File: src/rtl/i2c_txn_arbiter.sv
// Round-robin, per-transaction sharing of one I2C byte master between two sources.
// Define I2C_ARB_TIMEOUT_EN to add the stalled-owner watchdog (ABORT state).
module i2c_txn_arbiter #(
    parameter int TIMEOUT_CYCLES = 100000
) (
    input  logic       clk,
    input  logic       rst_n,
    input  logic [1:0] req_start,
    input  logic [1:0] req_stop,
    input  logic [1:0] req_valid,
    input  logic [7:0] req_data0,
    input  logic [7:0] req_data1,
    output logic [1:0] req_data_req,
    output logic [1:0] req_busy,
    output logic [1:0] grant,
    output logic       txn_abort,
    output logic       m_start,
    output logic       m_stop,
    output logic       m_data_valid,
    output logic [7:0] m_data,
    input  logic       m_data_req,
    input  logic       m_busy
);
`ifdef I2C_ARB_TIMEOUT_EN
    typedef enum logic [1:0] {
        IDLE   = 2'd0,
        ACTIVE = 2'd1,
        ABORT  = 2'd2,
        DRAIN  = 2'd3
    } state_t;
`else
    typedef enum logic [1:0] {
        IDLE   = 2'd0,
        ACTIVE = 2'd1,
        DRAIN  = 2'd3
    } state_t;
`endif

    state_t     r_state;
    logic [1:0] r_grant;
    logic [1:0] r_pend;
    logic       r_rr;
    logic       r_start;

    logic       w_active;
    logic       w_own;
    logic       w_win;
    logic       w_go;
    logic       w_fwd_valid;
    logic       w_fwd_stop;
    logic [1:0] w_clr;
    logic [1:0] w_pend_next;

    assign w_active    = (r_state == ACTIVE);
    assign w_own       = r_grant[1];
    // Prefer the port that did not own the bus last; else the lone requester.
    assign w_win       = r_pend[~r_rr] ? ~r_rr : r_rr;
    assign w_go        = (r_state == IDLE) && (|r_pend) && !m_busy;
    assign w_clr       = w_go ? (2'b01 << w_win) : 2'b00;
    assign w_pend_next = (r_pend | (req_start & ~r_grant)) & ~w_clr;
    assign w_fwd_valid = w_active && (|(req_valid & r_grant));
    assign w_fwd_stop  = w_fwd_valid && (|(req_stop & r_grant));

    assign grant    = r_grant;
    assign m_start  = r_start;
    assign req_busy = {2{m_busy || (r_state != IDLE)}} | r_pend;

`ifdef I2C_ARB_TIMEOUT_EN
    localparam int WDW = $clog2(TIMEOUT_CYCLES + 1);

    logic [WDW-1:0] r_wd;
    logic           r_abort;
    logic           w_wd_fire;

    assign w_wd_fire = w_active && !w_fwd_valid
                       && (r_wd == WDW'(TIMEOUT_CYCLES - 1));
    assign txn_abort = r_abort;
`else
    assign txn_abort = 1'b0;
`endif

    always_comb begin
        m_data_valid = w_fwd_valid;
        m_stop       = w_fwd_stop;
        m_data       = 8'h00;
        req_data_req = 2'b00;
        if (w_active) begin
            m_data       = w_own ? req_data1 : req_data0;
            req_data_req = r_grant & {2{m_data_req}};
        end
`ifdef I2C_ARB_TIMEOUT_EN
        // Close the aborted transaction with a dummy stop byte.
        if (r_state == ABORT) begin
            m_data_valid = m_data_req;
            m_stop       = m_data_req;
        end
`endif
    end

    always_ff @(posedge clk or negedge rst_n) begin
        if (!rst_n) begin
            r_state <= IDLE;
            r_grant <= 2'b00;
            r_pend  <= 2'b00;
            r_rr    <= 1'b1;
            r_start <= 1'b0;
`ifdef I2C_ARB_TIMEOUT_EN
            r_wd    <= '0;
            r_abort <= 1'b0;
`endif
        end else begin
            r_start <= 1'b0;
            r_pend  <= w_pend_next;
`ifdef I2C_ARB_TIMEOUT_EN
            r_abort <= w_wd_fire;
            if (!w_active || w_fwd_valid)
                r_wd <= '0;
            else
                r_wd <= r_wd + 1'b1;
`endif
            unique case (r_state)
                IDLE: begin
                    if (w_go) begin
                        r_grant <= 2'b01 << w_win;
                        r_start <= 1'b1;
                        r_state <= ACTIVE;
                    end
                end
                ACTIVE: begin
                    if (w_fwd_stop)
                        r_state <= DRAIN;
`ifdef I2C_ARB_TIMEOUT_EN
                    else if (w_wd_fire)
                        r_state <= ABORT;
`endif
                end
`ifdef I2C_ARB_TIMEOUT_EN
                ABORT: begin
                    if (m_data_req)
                        r_state <= DRAIN;
                end
`endif
                DRAIN: begin
                    if (!m_busy) begin
                        r_grant <= 2'b00;
                        r_rr    <= w_own;
                        r_state <= IDLE;
                    end
                end
                default: r_state <= IDLE;
            endcase
        end
    end

endmodule

File: config.mk
export PLATFORM = sky130hd
export DESIGN_NAME = i2c_txn_arbiter
export DESIGN_NICKNAME = d
export VERILOG_FILES = /design/src/rtl/i2c_txn_arbiter.sv
export SDC_FILE = /design/constraint.sdc
export NUM_CORES = 1
export LEC_CHECK = 0
export CAP_MARGIN = 20
export CORE_UTILIZATION = 28
export CTS_CLUSTER_SIZE = 12
export DETAILED_ROUTE_END_ITERATION = 8
export PLACE_DENSITY = 0.83
export SKIP_LAST_GASP = 1
export SLEW_MARGIN = 0
export SYNTH_ARGS = -nofsm -noshare
export SYNTH_HDL_FRONTEND = slang
export SYNTH_SLANG_ARGS = --single-unit
File: constraint.sdc
create_clock -name clk -period 1.3 [get_ports clk]
set_input_delay 0.26 -clock clk [delete_from_list [all_inputs] [get_ports clk]]
set_output_delay 0.26 -clock clk [all_outputs]
set_load 0.03 [all_outputs]
After elaboration in Yosys (flattened, before gate mapping)
Cells that the tools add are included.
{"block": "word_totals", "output_inout_bits": 18, "ff_bits": 8}
{"block": "op_classes", "bitwise_logic": 11, "shifts": 1, "n_mux": 15, "eq_ne": 5, "n_lt_le_gt_ge": 1, "n_reduce_logical": 15}
{"operator": "8-bit 2-to-1 mux", "n": 2}
{"operator": "2-bit 2-to-1 mux", "n": 6}
{"operator": "2-bit AND", "n": 5}
{"operator": "2-bit inequality test, second input constant", "n": 3}
{"operator": "2-bit one-hot mux with 3 select lines", "n": 1}
{"operator": "3-bit AND reduction", "n": 2}
{"operator": "2-bit OR reduction", "n": 3}
{"operator": "1-bit 2-to-1 mux", "n": 5}
{"operator": "1-bit logical AND", "n": 4}
{"operator": "2-bit NOT", "n": 2}
{"operator": "2-bit bitwise OR", "n": 2}
{"operator": "2-bit one-hot mux with 2 select lines", "n": 1}
{"operator": "2-bit nonzero test", "n": 2}
{"operator": "2-bit by 1-bit == test with 1-bit output, second input constant", "n": 1}
{"operator": "2-bit == test, second input constant", "n": 1}
{"operator": "2-bit zero test", "n": 1}
{"operator": "1-bit by 2-bit < comparator with 1-bit output, second input constant", "n": 1}
{"operator": "1-bit NOT", "n": 2}
{"operator": "2-bit AND reduction", "n": 1}
{"operator": "1-bit by 1-bit << shifter with 2-bit output, first input constant", "n": 1}
{"operator": "1-bit zero test", "n": 1}
{"operator": "1-bit logical OR", "n": 1}

Logic depth before layout (Yosys ltp)
{"block": "logic_depth", "ltp_word": 8, "mapped_depth": 4, "depth_no_buf": 4}

Worst setup path after synthesis
No wires, ideal clock.
{"block": "synth_path", "path_kind": "register -> output", "start": "register r_grant[1], in the netlist grant[1]", "end": "output m_data[0]", "path_stages_with_launch": 4, "n_path_buf": 1, "path_slack_ns": -0.314, "t_arrival_ns": 1.354, "path_cell_list": "dfrtp_1 > buf_2 > mux2i_1 > nor2_1"}
{"block": "synth_between", "elab_chain_cells": 2}
{"element": "start: declaration", "line": "40", "text": "logic [1:0] r_grant;"}
{"element": "start signal: assignment", "line": "124", "text": "r_grant <= 2'b01 << w_win;"}
{"element": "8-bit 2-to-1 mux", "line": "88", "text": "m_data = w_own ? req_data1 : req_data0;"}
{"element": "8-bit 2-to-1 mux", "line": "87", "text": "if (w_active) begin"}
{"element": "end: declaration", "line": "20", "text": "output logic [7:0] m_data,"}
Every way passes these cells.

Worst setup path after layout
{"block": "layout_path", "start": "register r_grant[1], in the netlist grant[1]", "end": "output m_data[3]"}
Same word-level chain as after synthesis.

==> summary.md <==
| Metric | Value |
|---|---|
| Post-synthesis sequential area ratio | `38.52%` |
| Failing checks | `setup timing` |
| Crit Path Category | `reg -> out` |
| Worst Path Buf+Inv | `2` |
| CP Capture Type | `output port` |
| Peak VDD IR | `1271 uV` |
| CTS Buffer Depth | `2` |
| Synthesized area | `about 520 sq um` |
| Gate Count Post-Synth | `approximately 60` |
| Synth cell types | `23` |
| Setup violators final | `14` |
| Final Cell Area | `1209 sq um` |
| R2R Setup Slk | `10 ps` |
| Final Non-Filler Cells | `around 140` |
| H-Tree Level Count | `1` |
| Top FF cell, synth | `dfrtp_1` |
| Cts bufs inserted | `3` |
| Power per cell area | `2302 nW/um^2` |
| Leakage Power | `0.5269 nW` |
| Diodes inserted | `0` |
| CP Launch Type | `register` |
| Io pins | `44` |
| Syn nets | `85` |
| Worst path required time | `about 1000 ps` |
| DRC viols | `0` |
| Slowest stage delay, CP | `430 ps` |
| Post-placement cell count | `130` |
| Avg Inst Size Synth | `8.864 sq um` |
| Cell type with the highest aggregate area in the netlist | `dfrtp_1` |
| Core footprint | `about 1700 sq um` |
| Clock Tree Root | `clkbuf_4` |
| Count leader, synth | `nor2_1` |
| Hold Violations, Final | `0` |
| Worst skew pair latency | `250 ps` |
| Worst Setup Slack, final | `-227.9 ps` |
| Ys async rst share | `100.0%` |
| Hold slack | `274.6 ps` |
| Aggregate global-route resource usage | `17.64%` |
| Crit-path slowest cell | `dfrtp_2` |
| RSZ-0062 raised after global routing | `true` |
| 1st-iter DRT viols | `5` |
| Die height | `45.22 um` |
| Post-synth top cells | `10 x nor2_1, 8 x mux2i_1, 7 x dfrtp_1, 4 x nand2_1, 3 x inv_1` |
| Critical path's top delay family | `flip-flops` |
| Nets | `~140` |
| Max FO, Critical Path | `5` |
| Synth area leaders | `dfrtp_1 33%, mux2i_1 15%, nor2_1 7.2%` |
| Routed Antenna Nets | `0` |
| GRT overflow | `0` |
| DP Area | `1021 sq um` |
| # hold bufs at CTS | `0` |
| Worst slack, placed | `-214.4 ps` |
| RePlAce Congestion | `around 0.82` |
| Post-synth EDFFs | `0` |
| Crit Reg-Reg Endpoint | `grant[1]` |
| Initial core utilization | `29.96%` |
| R2r worst-path depth | `4` |
| Fmax | `654.5 MHz` |
| 1st-pass router iterations | `3` |
| Area delta synth->final | `131.1%` |
| Max_cap viols | `0` |
| Status | `complete, but fails checks` |
| Post-synthesis register bit count | `8` |
| TritonCTS clock tree | `built` |
| Worst-path clk slew | `~60 ps` |
| Vias in the first global route | `574` |
| DR WL/cell | `12.99 um` |
| Period utilization | `117.5%` |
| Clk sinks | `8` |
| Critical Path AT | `between 1000 and 1500 ps` |
| Antenna violations before repair | `0` |
| Cell mode on critical path | `buf_6` |
| Worst Skew | `7.420 ps` |
| First-pass GRT wire length | `2525 um` |
| Via count | `about 640` |
| Full die area | `2045 sq um` |
| Layout cell share with drive strength beyond 1 | `49.12%` |
| Largest net degree at the start of global routing | `10` |
| Hold Path Class | `in -> async` |
| Reg-to-reg startpoint | `r_state[1]` |
| Port bufs | `42` |
| Core Rows | `15` |
| Die X | `approximately 45 um` |
| Max-slew violations | `0` |
| Final WL | `roughly 1800 um` |
| Final Util | `69.25%` |
| Top cell type's share of synthesized area | `33.49%` |
| Vias per cell | `4.590` |
| Min Tclk post-route | `1528 ps` |
| Dpl hpwl | `1354 um` |
| Ys Warns | `0` |
| CP cell instances | `buf_6, mux2i_1, nor2_2, buf_6` |
## per-stage QoR
stage          TNS [ps]  power [mW]
2_1_floorplan    -101.4       1.511
3_3_place_gp      -1280       2.098
3_5_place_dp      -1486       2.128
4_1_cts           -2674       2.591
5_1_grt           -3639       2.933
6_report          -2750       2.782
## repair_timing
| item | CTS | global route |
|---|---|---|
| cloned | 0 | 1 |
| endpoints found under the setup margin | 17 | 16 |
| resized for setup | 21 | 7 |
| buffers inserted | 3 | 1 |
| pin swaps | 4 | 4 |
## sequential cells by signal, indices dropped and copies added (netlist names)
register and flops:
m_start 1, r_state 2, grant 2, r_rr 1, r_pend 2
## layer usage
layer / track usage [%] / part of all wire [%]
met5: 0 / 0
met2: 31.01 / 57
met3: 6.000 / 4.8
met1: 20.70 / 36
met4: 3.636 / 1.9
## layout make-up
| cell class | instances | area (sq um) |
|---|---|---|
| flip-flops and latches | 8 | 205.2 |
| well taps | 25 | 31.28 |
| multi-input cells | 45 | 379.1 |
| clock buffers | 4 | 26.28 |
| inverters | 3 | 11.26 |
| repair buffers | 54 | 555.5 |
| fillers | 129 | 536.8 |
## how the worst max path moves through the flow
| stage | startpoint | cells past startpoint | slack, ps | endpoint |
|---|---|---|---|---|
| final | grant[1] | 4 | -230 | m_data[3] |
| after global routing | grant[1] | 4 | -280 | m_data[3] |
| after CTS | grant[1] | 3 | -220 | m_stop |
| after detailed placement | req_valid[0] | 4 | -210 | m_stop |
| after global placement | req_valid[0] | 4 | -200 | m_stop |
| after floorplan | grant[1] | 3 | -30 | m_data[0] |
## report_power, final
group / internal [mW] / leakage (nW) / switching, mW
clock: 0.117 / 0.0150 / 0.0805
combinational: 1.07 / 0.424 / 1.05
sequential: 0.350 / 0.0881 / 0.119
## worst register-to-register path, cell delays in order, from the launching register on
cell      delay (ps)
dfrtp_1          390
buf_4            150
or3_4            360
a211oi_2         180
a31o_1           130
## cells by family (layout without fill, tap and decap cells)
group	after synthesis	after routing	share of synthesized area, %
buffers and inverters	6	61	5.503
multiplexers	8	8	15.31
AO/OA/AOI/OAI	12	12	16.27
flip-flops	8	8	38.52
AND/OR/NAND/NOR	24	24	23.68
other	1	1	0.7170
## cell usage in the layout, fill, tap and decap left out, types with 2 or more instances in the layout
master / instances
clkdlybuf4s50_1: 25
buf_6: 15
buf_4: 11
nor2_2: 8
mux2i_1: 5
nand2_1: 4
dfrtp_1: 4
mux2i_2: 3
inv_1: 3
clkbuf_4: 3
dfrtp_2: 3
nor3_4: 2
a21oi_1: 2
o21ai_1: 2
and3_4: 2
a31o_1: 2
Note: power is estimated with default switching activity, not from simulation.
